[src/rtl/demux4_dispatch_if.sv]
// Handshake and bus bundle for the 1:4 dispatch controller.
// master: the upstream producer / consumer side; slave: the controller.
interface demux4_dispatch_if #(
  parameter int DW = 8
);
  logic          in_valid;
  logic [DW-1:0] in_data;
  logic          in_ready;
  logic          mode;
  logic [1:0]    dest;
  logic [3:0]    out_ready;
  logic [3:0]    out_valid;
  logic [DW-1:0] out_data;
  logic [1:0]    sel;
  logic          busy;
  logic [7:0]    retarget_cnt;

  modport master (
    output in_valid, in_data, mode, dest, out_ready,
    input  in_ready, out_valid, out_data, sel, busy, retarget_cnt
  );

  modport slave (
    input  in_valid, in_data, mode, dest, out_ready,
    output in_ready, out_valid, out_data, sel, busy, retarget_cnt
  );
endinterface

[src/rtl/demux4_dispatch_ctrl.sv]
// Sequencing controller for a 1:4 demux datapath.
// A one-entry buffer takes items over valid/ready and delivers each to one of
// four consumers, round-robin (mode=0) or to an explicit port (mode=1).
// Round-robin items skip a consumer that stalls for TIMEOUT cycles.
// Optional build macro: DEMUX_CTRL_STATS_EN adds a saturating 8-bit counter of
// timeout retargets on retarget_cnt; without it retarget_cnt is tied to zero.
module demux4_dispatch_ctrl #(
  parameter int DW      = 8,
  parameter int TIMEOUT = 15
) (
  input  logic               clk,
  input  logic               rst_n,
  demux4_dispatch_if.slave   bus
);

  typedef enum logic {IDLE, SEND} state_t;

  // Stall counter compare points; the retarget fires on the TIMEOUT-th stall.
  localparam logic [7:0] TO_LAST = 8'(TIMEOUT - 1);
  localparam logic [7:0] TO_MAX  = 8'(TIMEOUT);

  state_t        state_q;
  logic [DW-1:0] data_q;
  logic [1:0]    sel_q;
  logic [1:0]    rr_q;
  logic          mode_q;
  logic [3:0]    out_valid_q;
  logic [7:0]    stall_q;
  logic          in_ready_q;
  logic          busy_q;

  logic          ready_sel;
  logic          timeout_hit;
  logic [1:0]    cap_sel;
  logic [1:0]    next_sel;

  function automatic logic [3:0] onehot(input logic [1:0] s);
    return 4'b0001 << s;
  endfunction

  // Only the currently targeted consumer's ready matters.
  assign ready_sel   = bus.out_ready[sel_q];
  assign timeout_hit = (stall_q == TO_LAST);
  assign cap_sel     = bus.mode ? bus.dest : rr_q;
  assign next_sel    = sel_q + 2'd1;

  // Dispatch FSM: capture into the buffer, present, transfer or retarget.
  always_ff @(posedge clk or negedge rst_n) begin
    if (!rst_n) begin
      state_q     <= IDLE;
      data_q      <= '0;
      sel_q       <= 2'd0;
      rr_q        <= 2'd0;
      mode_q      <= 1'b0;
      out_valid_q <= 4'b0000;
      stall_q     <= 8'd0;
      in_ready_q  <= 1'b1;
      busy_q      <= 1'b0;
    end else begin
      case (state_q)
        IDLE: begin
          if (bus.in_valid) begin
            data_q      <= bus.in_data;
            mode_q      <= bus.mode;
            sel_q       <= cap_sel;
            out_valid_q <= onehot(cap_sel);
            stall_q     <= 8'd0;
            in_ready_q  <= 1'b0;
            busy_q      <= 1'b1;
            state_q     <= SEND;
          end
        end
        SEND: begin
          if (ready_sel) begin
            // A transfer beats a timeout landing on the same edge.
            out_valid_q <= 4'b0000;
            stall_q     <= 8'd0;
            in_ready_q  <= 1'b1;
            busy_q      <= 1'b0;
            state_q     <= IDLE;
            if (!mode_q) begin
              rr_q <= next_sel;
            end
          end else if (!mode_q && timeout_hit) begin
            // Round-robin item skips the blocked consumer; item is kept.
            sel_q       <= next_sel;
            out_valid_q <= onehot(next_sel);
            stall_q     <= 8'd0;
          end else if (stall_q != TO_MAX) begin
            stall_q <= stall_q + 8'd1;
          end
        end
      endcase
    end
  end

  assign bus.in_ready  = in_ready_q;
  assign bus.busy      = busy_q;
  assign bus.out_valid = out_valid_q;
  assign bus.out_data  = data_q;
  assign bus.sel       = sel_q;

`ifdef DEMUX_CTRL_STATS_EN
  logic [7:0] retarget_cnt_q;

  // Saturating count of timeout retargets, same condition the FSM acts on.
  always_ff @(posedge clk or negedge rst_n) begin
    if (!rst_n) begin
      retarget_cnt_q <= 8'd0;
    end else if ((state_q == SEND) && !ready_sel && !mode_q && timeout_hit &&
                 (retarget_cnt_q != 8'hFF)) begin
      retarget_cnt_q <= retarget_cnt_q + 8'd1;
    end
  end

  assign bus.retarget_cnt = retarget_cnt_q;
`else
  assign bus.retarget_cnt = 8'd0;
`endif

endmodule

[src/flat_wrapper.sv]
// flat-port wrapper written by rule: the top's interface ports become plain ports
module demux4_dispatch_ctrl_flat 
#(
  parameter int DW      = 8,
  parameter int TIMEOUT = 15
)
  (clk, rst_n, bus_in_valid, bus_in_data, bus_mode, bus_dest, bus_out_ready, bus_in_ready, bus_out_valid, bus_out_data, bus_sel, bus_busy, bus_retarget_cnt);
  demux4_dispatch_if #(.DW(DW)) bus_i ();
  input  logic clk;
  input  logic rst_n;
  input wire logic [$bits(bus_i.in_valid)-1:0] bus_in_valid;
  input wire logic [$bits(bus_i.in_data)-1:0] bus_in_data;
  input wire logic [$bits(bus_i.mode)-1:0] bus_mode;
  input wire logic [$bits(bus_i.dest)-1:0] bus_dest;
  input wire logic [$bits(bus_i.out_ready)-1:0] bus_out_ready;
  output wire logic [$bits(bus_i.in_ready)-1:0] bus_in_ready;
  output wire logic [$bits(bus_i.out_valid)-1:0] bus_out_valid;
  output wire logic [$bits(bus_i.out_data)-1:0] bus_out_data;
  output wire logic [$bits(bus_i.sel)-1:0] bus_sel;
  output wire logic [$bits(bus_i.busy)-1:0] bus_busy;
  output wire logic [$bits(bus_i.retarget_cnt)-1:0] bus_retarget_cnt;
  assign bus_i.in_valid = bus_in_valid;
  assign bus_i.in_data = bus_in_data;
  assign bus_i.mode = bus_mode;
  assign bus_i.dest = bus_dest;
  assign bus_i.out_ready = bus_out_ready;
  assign bus_in_ready = bus_i.in_ready;
  assign bus_out_valid = bus_i.out_valid;
  assign bus_out_data = bus_i.out_data;
  assign bus_sel = bus_i.sel;
  assign bus_busy = bus_i.busy;
  assign bus_retarget_cnt = bus_i.retarget_cnt;
  demux4_dispatch_ctrl #(.DW(DW), .TIMEOUT(TIMEOUT)) u_core (.clk(clk), .rst_n(rst_n), .bus(bus_i));
endmodule
[config.mk]
export PLATFORM = sky130hd
export DESIGN_NAME = demux4_dispatch_ctrl_flat
export DESIGN_NICKNAME = d
export VERILOG_FILES = /design/src/rtl/demux4_dispatch_if.sv /design/src/rtl/demux4_dispatch_ctrl.sv /design/src/flat_wrapper.sv
export SDC_FILE = /design/constraint.sdc
export NUM_CORES = 1
export LEC_CHECK = 0
export CAP_MARGIN = 20
export CORE_MARGIN = 2
export CORE_UTILIZATION = 52
export CTS_CLUSTER_DIAMETER = 30
export CTS_CLUSTER_SIZE = 40
export DETAILED_ROUTE_END_ITERATION = 8
export PLACE_DENSITY_LB_ADDON = 0.15
export SYNTH_ARGS = -nofsm -noshare
export SYNTH_HDL_FRONTEND = slang
export SYNTH_SLANG_ARGS = --single-unit
[constraint.sdc]
create_clock -name clk -period 4 [get_ports clk]
set_input_delay 0.6 -clock clk [delete_from_list [all_inputs] [get_ports clk]]
set_output_delay 0.6 -clock clk [all_outputs]
set_load 0.02 [all_outputs]
==> Word-level counts from Yosys, hierarchy flattened <==
Index checks and enable logic that the tools add are counted.
{ "totals": {"romBits": 0, "ramBits": 0, "elab_cells": 57, "memories": 0, "out_inout_bits": 24, "regBits": 28, "latchBits": 0, "input_bits": 18} }
{ "classes": {"bitwise": 2, "n_eq_ne": 8, "order_cmp": 1, "n_reduce_logical": 8, "n_div": 0, "muxes": 25, "shifts": 2, "mul": 0, "add_sub_neg": 2} }
{ "ops": {"columns": ["op", "count"], "rows": [
  ["two-way mux 8 bit", 4],
  ["one-hot mux 8 bit (2 select lines)", 1],
  ["two-way mux 4 bit", 3],
  ["adder 8 x 1 -> 8 bit (second input constant)", 1],
  ["== test 8 x 4 -> 1 bit (second input constant)", 1],
  ["two-way mux 2 bit", 4],
  ["inequality test 2 bit (second input constant)", 4],
  ["inequality test 8 x 4 -> 1 bit (second input constant)", 1],
  ["one-hot mux 4 bit (2 select lines)", 1],
  ["AND reduction 2 bit", 4],
  ["<< shifter 1 x 2 -> 4 bit (first input constant)", 2],
  ["two-way mux 1 bit", 7],
  ["one-hot mux 1 bit (2 select lines)", 3],
  ["AND reduction 3 bit", 2],
  ["inequality test 4 bit (second input constant)", 1],
  ["one-hot mux 2 bit (2 select lines)", 1],
  ["less-than comparator 2 x 3 -> 1 bit (second input constant)", 1],
  ["inequality test 3 bit (second input constant)", 1],
  ["adder 2 x 1 -> 2 bit (second input constant)", 1],
  ["binary-select mux 1 bit (select 2 bit)", 1],
  ["NOT 1 bit", 2],
  ["logical AND 1 bit", 1],
  ["logical NOT 1 bit", 1]
]} }

==> Depth between registers and ports, before layout <==
Gate-level depths: netlist (run 1).
{ "depth": {"word_depth": 5, "depth_mapped": 7, "depth_no_buf": 6} }

==> Least setup slack after synthesis (run 1) <==
Ideal clock, no wire load.
{ "synth_timing": {"path_type": "register to register", "start": "reg u_core.sel_q[1] (netlist: u_core.bus.sel[1])", "end": "reg u_core.stall_q[5]", "stages_incl_launch_ff": 5, "period_less_slack_ns": 1.917, "required_time_ns": 3.884, "path_slack_ns": 2.083, "setup_ns": 0.116, "path_buffers": 0, "t_arrival_ns": 1.801, "cell_sequence": "dfrtp_1 -> mux2_2 -> o22ai_2 -> nand3_1 -> o311ai_0"} }
{ "synth_between": {"elab_chain_len": 4, "elab_cells_between_ends": 6, "classes_between": "eq/ne (1); mux (4); reduce/logical (1)"} }
{ "synth_rtl": {"columns": ["item", "line_no", "source"], "rows": [
  ["start, declared", "demux4_dispatch_ctrl.sv:24", "logic [1:0] sel_q;"],
  ["start signal, assigned", "demux4_dispatch_ctrl.sv:65", "sel_q <= cap_sel;"],
  ["start signal, assigned", "demux4_dispatch_ctrl.sv:86", "sel_q <= next_sel;"],
  ["binary-select mux 1 bit (select 2 bit) (*)", "demux4_dispatch_ctrl.sv:42", "assign ready_sel = bus.out_ready[sel_q];"],
  ["two-way mux 1 bit (not written as such) (*)", "demux4_dispatch_ctrl.sv:42", null],
  ["inequality test 4 bit (no source line) / two-way mux 8 bit (equally long branches)", null, null],
  ["AND reduction 2 bit (no source line) / one-hot mux 8 bit (2 select lines) (equally long branches)", null, null],
  ["end signal, assigned", "demux4_dispatch_ctrl.sv:90", "stall_q <= stall_q + 8'd1;"],
  ["end, declared", "demux4_dispatch_ctrl.sv:28", "logic [7:0] stall_q;"]
]} }
Mark *: on every way between the ends. The rest lies on a longest branch, timed or not. The select of a mux whose other input is x is not followed.
A chain may end at the register's enable or synchronous reset.

==> Worst setup path after layout (run 1) <==
{ "layout_timing": {"start": "in bus_out_ready[1]", "end": "reg u_core.stall_q[5]"} }
{ "layout_between": {"elab_chain_len": 4, "elab_cells_between_ends": 6, "classes_between": "eq/ne (1); mux (4); reduce/logical (1)"} }
{ "layout_rtl": {"columns": ["item", "line_no", "source"], "rows": [
  ["start, declared", "flat_wrapper.sv:15", "input wire logic [$bits(bus_i.out_ready)-1:0] bus_out_ready;"],
  ["binary-select mux 1 bit (select 2 bit) (*)", "demux4_dispatch_ctrl.sv:42", null],
  ["two-way mux 1 bit (not written as such) (*)", "demux4_dispatch_ctrl.sv:42", null],
  ["inequality test 4 bit (no source line) / two-way mux 8 bit (equally long branches)", null, null],
  ["AND reduction 2 bit (no source line) / one-hot mux 8 bit (2 select lines) (equally long branches)", null, null]
]} }
Marks and branches as above.

==> metrics.txt, run 1 <==
YS warnings=0; crit path kind=primary input to register; Num CTS Buffers=3; clock slew at reported path FFs=0.16 ns; flops & latches, synth=28; Worst EP required=4.22 ns; Reg2Reg Capture Point=u_core.stall_q[5]$_DFFE_PN0P_; die area=0.003486 sq mm; total power=1.293 mW; Total GRT Usage=19.88%; Place WS=1.267 ns; Post-synth EDFFs=0; CTS Sinks=28; clock tree root buffer cell=clkbuf_4; Cell Chain, Critical Path=clkdlybuf4s50_1, mux2_2, o22ai_2, nand3_1, o311ai_0; sequential fraction of design power=37.9%; DR WL/cell=14.86 um; vias=1225; final net count=204; final slew viol count=0; final WL=3121 um; crit path max fanout=18; initial antenna violation count=0; Die Wd=59.04 um; post-route ant nets=0; Net Sw Power=518.5 uW; Post-DP Area=0.001879 sq mm; internal power=774.2 uW; post_cts resized=0; hold path startpoint=u_core.bus.busy$_DFFE_PN0P_; synthesis-to-layout area growth=20.97%; RSZ-0062 raised after global routing=no; worst skew pair latency=0.34 ns; hold path endpoint=u_core.bus.busy$_DFFE_PN0P_; Worst setup SP type=primary input; R2R depth=4; hold_buf cts=0; Mapped Avg Cell Area=10.64 sq um; maximum clock insertion buffer count=2; Die H=59.04 um; DR pass1 iterations=4; DR iter-0 viols=44; CORE AREA=0.002829 sq mm; Power Dens Cells=678.4 mW/mm^2; Syn Std Cell Area=0.001575 sq mm; status=completed; global-route wire length before repair=5292 um; leakage=0.7972 nW; Critical Path Sink Type=register; post-synthesis sequential area ratio=44.56%; reg-to-reg critical path startpoint=u_core.bus.sel[1]$_DFFE_PN0P_; async set-reset flop share out of synthesis=100.0%; pin count of the biggest net entering global routing=29; Worst Slack Setup Final=1.597 ns; top_reg_cell synth=dfrtp_1; TritonCTS clock tree=built; Residual DRC=0; GRT overflow=0; starting density of the core=55.68%; clock share of power=9.6%; ANT cells=0; Core Rows=19; Post-DP HPWL=2360 um; fin crit share=60.07%; Worst path max stage delay=0.62 ns; vias in the first global route=1199; Fmax achieved=416.2 MHz; share of layout cells above drive strength 1=15.08%; slowest CP cell=o22ai_2; Synth cell types=40; Max-slew headroom=35.22%; worst slew pin tran=0.9696 ns; Final setup viols=0; drt via density=5.833; Filler cells=235; PortBufs=33; clock skew=0.02071 ns; maxcap violations=0; post-route cell area=0.001906 sq mm; Ports=42; postcts setup bufs=0; min cycle time layout=2.403 ns; Hold Path Depth=1; combinational fraction of design power=52.5%; VDD IR max=0.3966 mV; hold crit path type=register to register; endpoints failing hold=0; Crit path buffers/inverters=1; Finished Layout Cells=210; family with the most delay on the worst path=compound AO/OA/AOI/OAI gates; Setup TNS Final=0 ns; Critical Path AT=2.63 ns; htree depth=1; switching portion of total power=40.11%; r2r setup slk=1.65 ns; Mapped Cells=148; RD Place Congestion=0.8422; DP Cell Count=206
[cell usage in the layout (no fill, tap or decap), drive strengths merged, types with 3 or more instances in the layout]
cell,count
a21oi,8
a2bb2oi,4
a31oi,5
clkbuf,4
clkdlybuf4s50,33
conb,8
dfrtp,27
ha,6
inv,7
mux2,15
mux2i,3
nand2,6
nand3,7
nor2,7
o21ai,7
or2,3
[routing by layer]
layer	share of wire, %	GRT usage (%)	up-vias
met5	0	0	-
met4	1.3	7.792	0
met3	5.5	3.712	6
met2	49	32.54	42
met1	44	26.18	597
li1	-	-	580
[worst reg2reg max path: cells and delay by family (launching register included)]
family | cells | cell delay (ns)
compound gates | 2 | 1.01
flops | 1 | 0.52
mux | 1 | 0.38
simple gates | 1 | 0.33
[flip-flops by register name (all words and copies together) (netlist names)]
register              cells
u_core.bus.out_data       8
u_core.stall_q            8
u_core.bus.out_valid      4
u_core.bus.sel            2
u_core.rr_q               2
u_core.bus.busy           1
u_core.bus.in_ready       1
u_core.mode_q             1
u_core.state_q            1
[through the flow]
step                hold WS (ns)  utilization (%)
detailed placement        0.4963            66.43
global placement          0.4659            66.43
finish                    0.5232            67.36
global route              0.5494            67.36
floorplan                 0.3044                -
CTS                       0.5322            67.36
[power groups by stage]
stage / combinational, mW / clock (mW) / sequential, mW
floorplan: 0.355 / 0 / 0.570
global placement: 0.665 / 0 / 0.491
detailed placement: 0.678 / 0 / 0.497
CTS: 0.683 / 0.124 / 0.491
global route: 0.735 / 0.132 / 0.511
finish: 0.679 / 0.124 / 0.490
[Yosys cell counts (2+ instances only)]
library cell   n  area, sq um
dfrtp_1       27        675.7
mux2_2        15        168.9
buf_4          8        60.06
a21oi_1        7        35.03
inv_1          7        26.28
nand3_1        7        35.03
nor2_1         7        26.28
o21ai_0        7        35.03
ha_1           6        75.07
nand2_1        6        22.52
a31oi_1        5        31.28
a2bb2oi_1      4        35.03
clkbuf_1       3        11.26
mux2i_1        3        30.03
or2_2          3        18.77
and2_1         2        12.51
buf_6          2        22.52
nor2b_1        2        12.51
nor3_1         2        10.01
nor4_1         2        12.51
o31ai_1        2        15.01
or2b_1         2        15.01
or3_1          2        12.51
[worst max-delay path by stage]
stage	cells after the start	end	startpoint
after global placement	5	u_core.stall_q[5]$_DFFE_PN0P_	bus_out_ready[3]
after global routing	5	u_core.stall_q[5]$_DFFE_PN0P_	bus_out_ready[1]
final	5	u_core.stall_q[5]$_DFFE_PN0P_	bus_out_ready[1]
after floorplan	4	u_core.stall_q[5]$_DFFE_PN0P_	u_core.bus.sel[1]$_DFFE_PN0P_
after CTS	5	u_core.stall_q[5]$_DFFE_PN0P_	bus_out_ready[1]
after detailed placement	5	u_core.stall_q[5]$_DFFE_PN0P_	bus_out_ready[1]
[kinds of logic after synthesis]
kind of cell | share of synthesized area, %
AND/OR/NAND/NOR | 12.79
AO/OA/AOI/OAI | 15.65
flip-flops | 44.56
buffers and inverters | 7.943
multiplexers | 14.06
adder cells (fa/ha/maj) | 4.766
other | 0.2381
[final cells by class]
type / count / area [sq um] / area share (%)
well taps: 31 / 38.79 / 2.035
flip-flops and latches: 28 / 701.9 / 36.84
repair buffers: 34 / 337.8 / 17.73
multi-input cells: 106 / 774.5 / 40.64
clock buffers: 4 / 26.28 / 1.379
inverters: 7 / 26.28 / 1.379
(Power assumes the default switching activity.)
==> run 2, diff against run 1 <==
Settings changed: CORE_UTILIZATION 52 to 43.
Clock period 4 ns to 2.14 ns, I/O delays scaled along.
==> run 2 against run 1 <==
Hold slack lost 0.17 ns. Largest cell class unchanged. Largest power group unchanged. Total power grew 95%. Sequential share of layout area shrank 1.7 points. First-iteration DRC count grew 100%. Utilization shrank 8.9 points. Sequential power grew 84%. Flip-flop and latch count is the same.
==> metrics.txt, run 2 (synthesized netlist as in run 1, its figures left out) <==
Core Rows=21 (was 19); clock slew at reported path FFs=0.15 ns (was 0.16 ns); leakage=0.8415 nW (was 0.7972 nW); Fmax achieved=503.0 MHz; htree depth=1 (unchanged); Finished Layout Cells=232 (was 210); final WL=3482 um (was 3121 um); Die Wd=64.53 um (was 59.04 um); Total GRT Usage=17.30% (was 19.88%); crit path max fanout=9 (was 18); sequential fraction of design power=35.9% (was 37.9%); internal power=1.516 mW (was 774.2 uW); synthesis-to-layout area growth=26.77% (was 20.97%); RSZ-0062 raised after global routing=no (unchanged); drt via density=5.427 (was 5.833); maxcap violations=0 (unchanged); endpoints failing hold=0 (unchanged); fin crit share=92.89%; VDD IR max=0.6765 mV (was 0.3966 mV); worst skew pair latency=0.33 ns (was 0.34 ns); PortBufs=33 (unchanged); final net count=211 (was 204); share of layout cells above drive strength 1=19.89% (was 15.08%); DR pass1 iterations=5 (was 4); Post-DP HPWL=2676 um (was 2360 um); TritonCTS clock tree=built (unchanged); RD Place Congestion=0.8055 (was 0.8422); Final setup viols=0 (unchanged); min cycle time layout=1.988 ns; Worst setup SP type=register (was primary input); DP Cell Count=228 (was 206); vias=1259 (was 1225); clock tree root buffer cell=clkbuf_4 (unchanged); Die H=64.53 um (was 59.04 um); maximum clock insertion buffer count=2 (unchanged); crit path kind=register to register (was primary input to register); Critical Path AT=2.24 ns (was 2.63 ns); DR iter-0 viols=89 (was 44); Worst EP required=2.39 ns (was 4.22 ns); Power Dens Cells=1260 mW/mm^2 (was 678.4 mW/mm^2); pin count of the biggest net entering global routing=29 (unchanged); CORE AREA=0.003416 sq mm (was 0.002829 sq mm); commonest non-fill, non-tap cell in the layout=clkdlybuf4s50_1 (unchanged); Setup TNS Final=0 ns (unchanged); hold_buf cts=0 (unchanged); clock share of power=10.3% (was 9.6%); starting density of the core=46.12% (was 55.68%); initial antenna violation count=0 (unchanged); CTS Sinks=28 (unchanged); Ports=42 (unchanged); commonest non-fill, non-tap cells in the layout=clkdlybuf4s50_1, dfrtp_1, mux2_2 (unchanged); r2r setup slk=0.15 ns (was 1.65 ns); final slew viol count=0 (unchanged); die area=0.004163 sq mm (was 0.003486 sq mm); ANT cells=0 (unchanged); DR WL/cell=15.01 um (was 14.86 um); Critical Path Sink Type=register (unchanged); Net Sw Power=1.000 mW (was 518.5 uW); switching portion of total power=39.75% (was 40.11%); status=completed (unchanged); hold crit path type=primary input to asynchronous set/reset pin (was register to register); combinational fraction of design power=53.8% (was 52.5%); Num CTS Buffers=3 (unchanged); clock skew=0.004533 ns (was 0.02071 ns); vias in the first global route=1221 (was 1199); post-route ant nets=0 (unchanged); GRT overflow=0 (unchanged); global-route wire length before repair=5616 um (was 5292 um); Residual DRC=0 (unchanged)
## run 2: worst paths after layout
path,start,to,cells after the start
worst max-delay path,u_core.stall_q[0]$_DFFE_PN0P_,u_core.bus.out_valid[0]$_DFFE_PN0P_,6
worst min-delay path,rst_n,u_core.stall_q[1]$_DFFE_PN0P_,2
worst max register to register,u_core.stall_q[0]$_DFFE_PN0P_,u_core.bus.out_valid[0]$_DFFE_PN0P_,6
worst min register to register,u_core.bus.busy$_DFFE_PN0P_,u_core.bus.busy$_DFFE_PN0P_,1
max in group asynchronous,rst_n,u_core.bus.in_ready$_DFFE_PN1P_,2
min in group clk,u_core.bus.busy$_DFFE_PN0P_,u_core.bus.busy$_DFFE_PN0P_,1
## run 2: per-layer routing
metal / up-vias / wire [um] / track usage, %
li1: 597 / - / -
met3: 2 / 162 / 3.299
met2: 28 / 1747 / 29.82
met5: - / 0 / 0
met1: 632 / 1548 / 21.99
met4: 0 / 23 / 5.319
## run 2: stage by stage
step                      worst slack, ns  util, %  area (sq um)  hold slack, ns  power (mW)
after global routing              0.03319    58.46          1997          0.3711       2.684
after CTS                         0.03724    58.17          1987          0.3655       2.534
after floorplan                    0.2231        -          1602         0.02541       1.729
final                              0.1521    58.46          1997          0.3493       2.516
after global placement             0.1604    57.11          1951          0.4704       2.214
after detailed placement          0.06725    57.11          1951          0.4807       2.271
## run 2: layout make-up
cell class	instances	area, sq um
Sequential cell	28	701.9
Clock buffer	4	36.28
Timing Repair Buffer	41	390.4
Fill cell	304	1419
Inverter	7	26.28
Multi-Input combinational cell	106	784.5
Tap cell	46	57.56
## run 2: timing repair
action | in CTS | in global routing
setup buffers | 0 | 0
endpoints found under the setup margin | 0 | 2
gates resized for setup | 0 | 2
## run 2: worst max-delay path: stages, from the launching register on
cell and delay [ns]:
dfrtp_1 0.43, inv_1 0.13, ha_1 0.18, or2b_1 0.28, or3_4 0.46, a21oi_4 0.21
a2bb2oi_1 0.22
## run 2: power groups by stage
stage / combinational (mW) / sequential (mW) / clock, mW
floorplan: 0.663 / 1.07 / 0
global route: 1.46 / 0.935 / 0.287
detailed placement: 1.36 / 0.916 / 0
CTS: 1.36 / 0.906 / 0.265
finish: 1.35 / 0.902 / 0.259
global placement: 1.32 / 0.897 / 0
==> run 3, diff against run 2 <==
Settings changed: CAP_MARGIN 20 to unset.
==> results of run 3 <==
Final layout, timing and power as in run 2 (identical DEF).
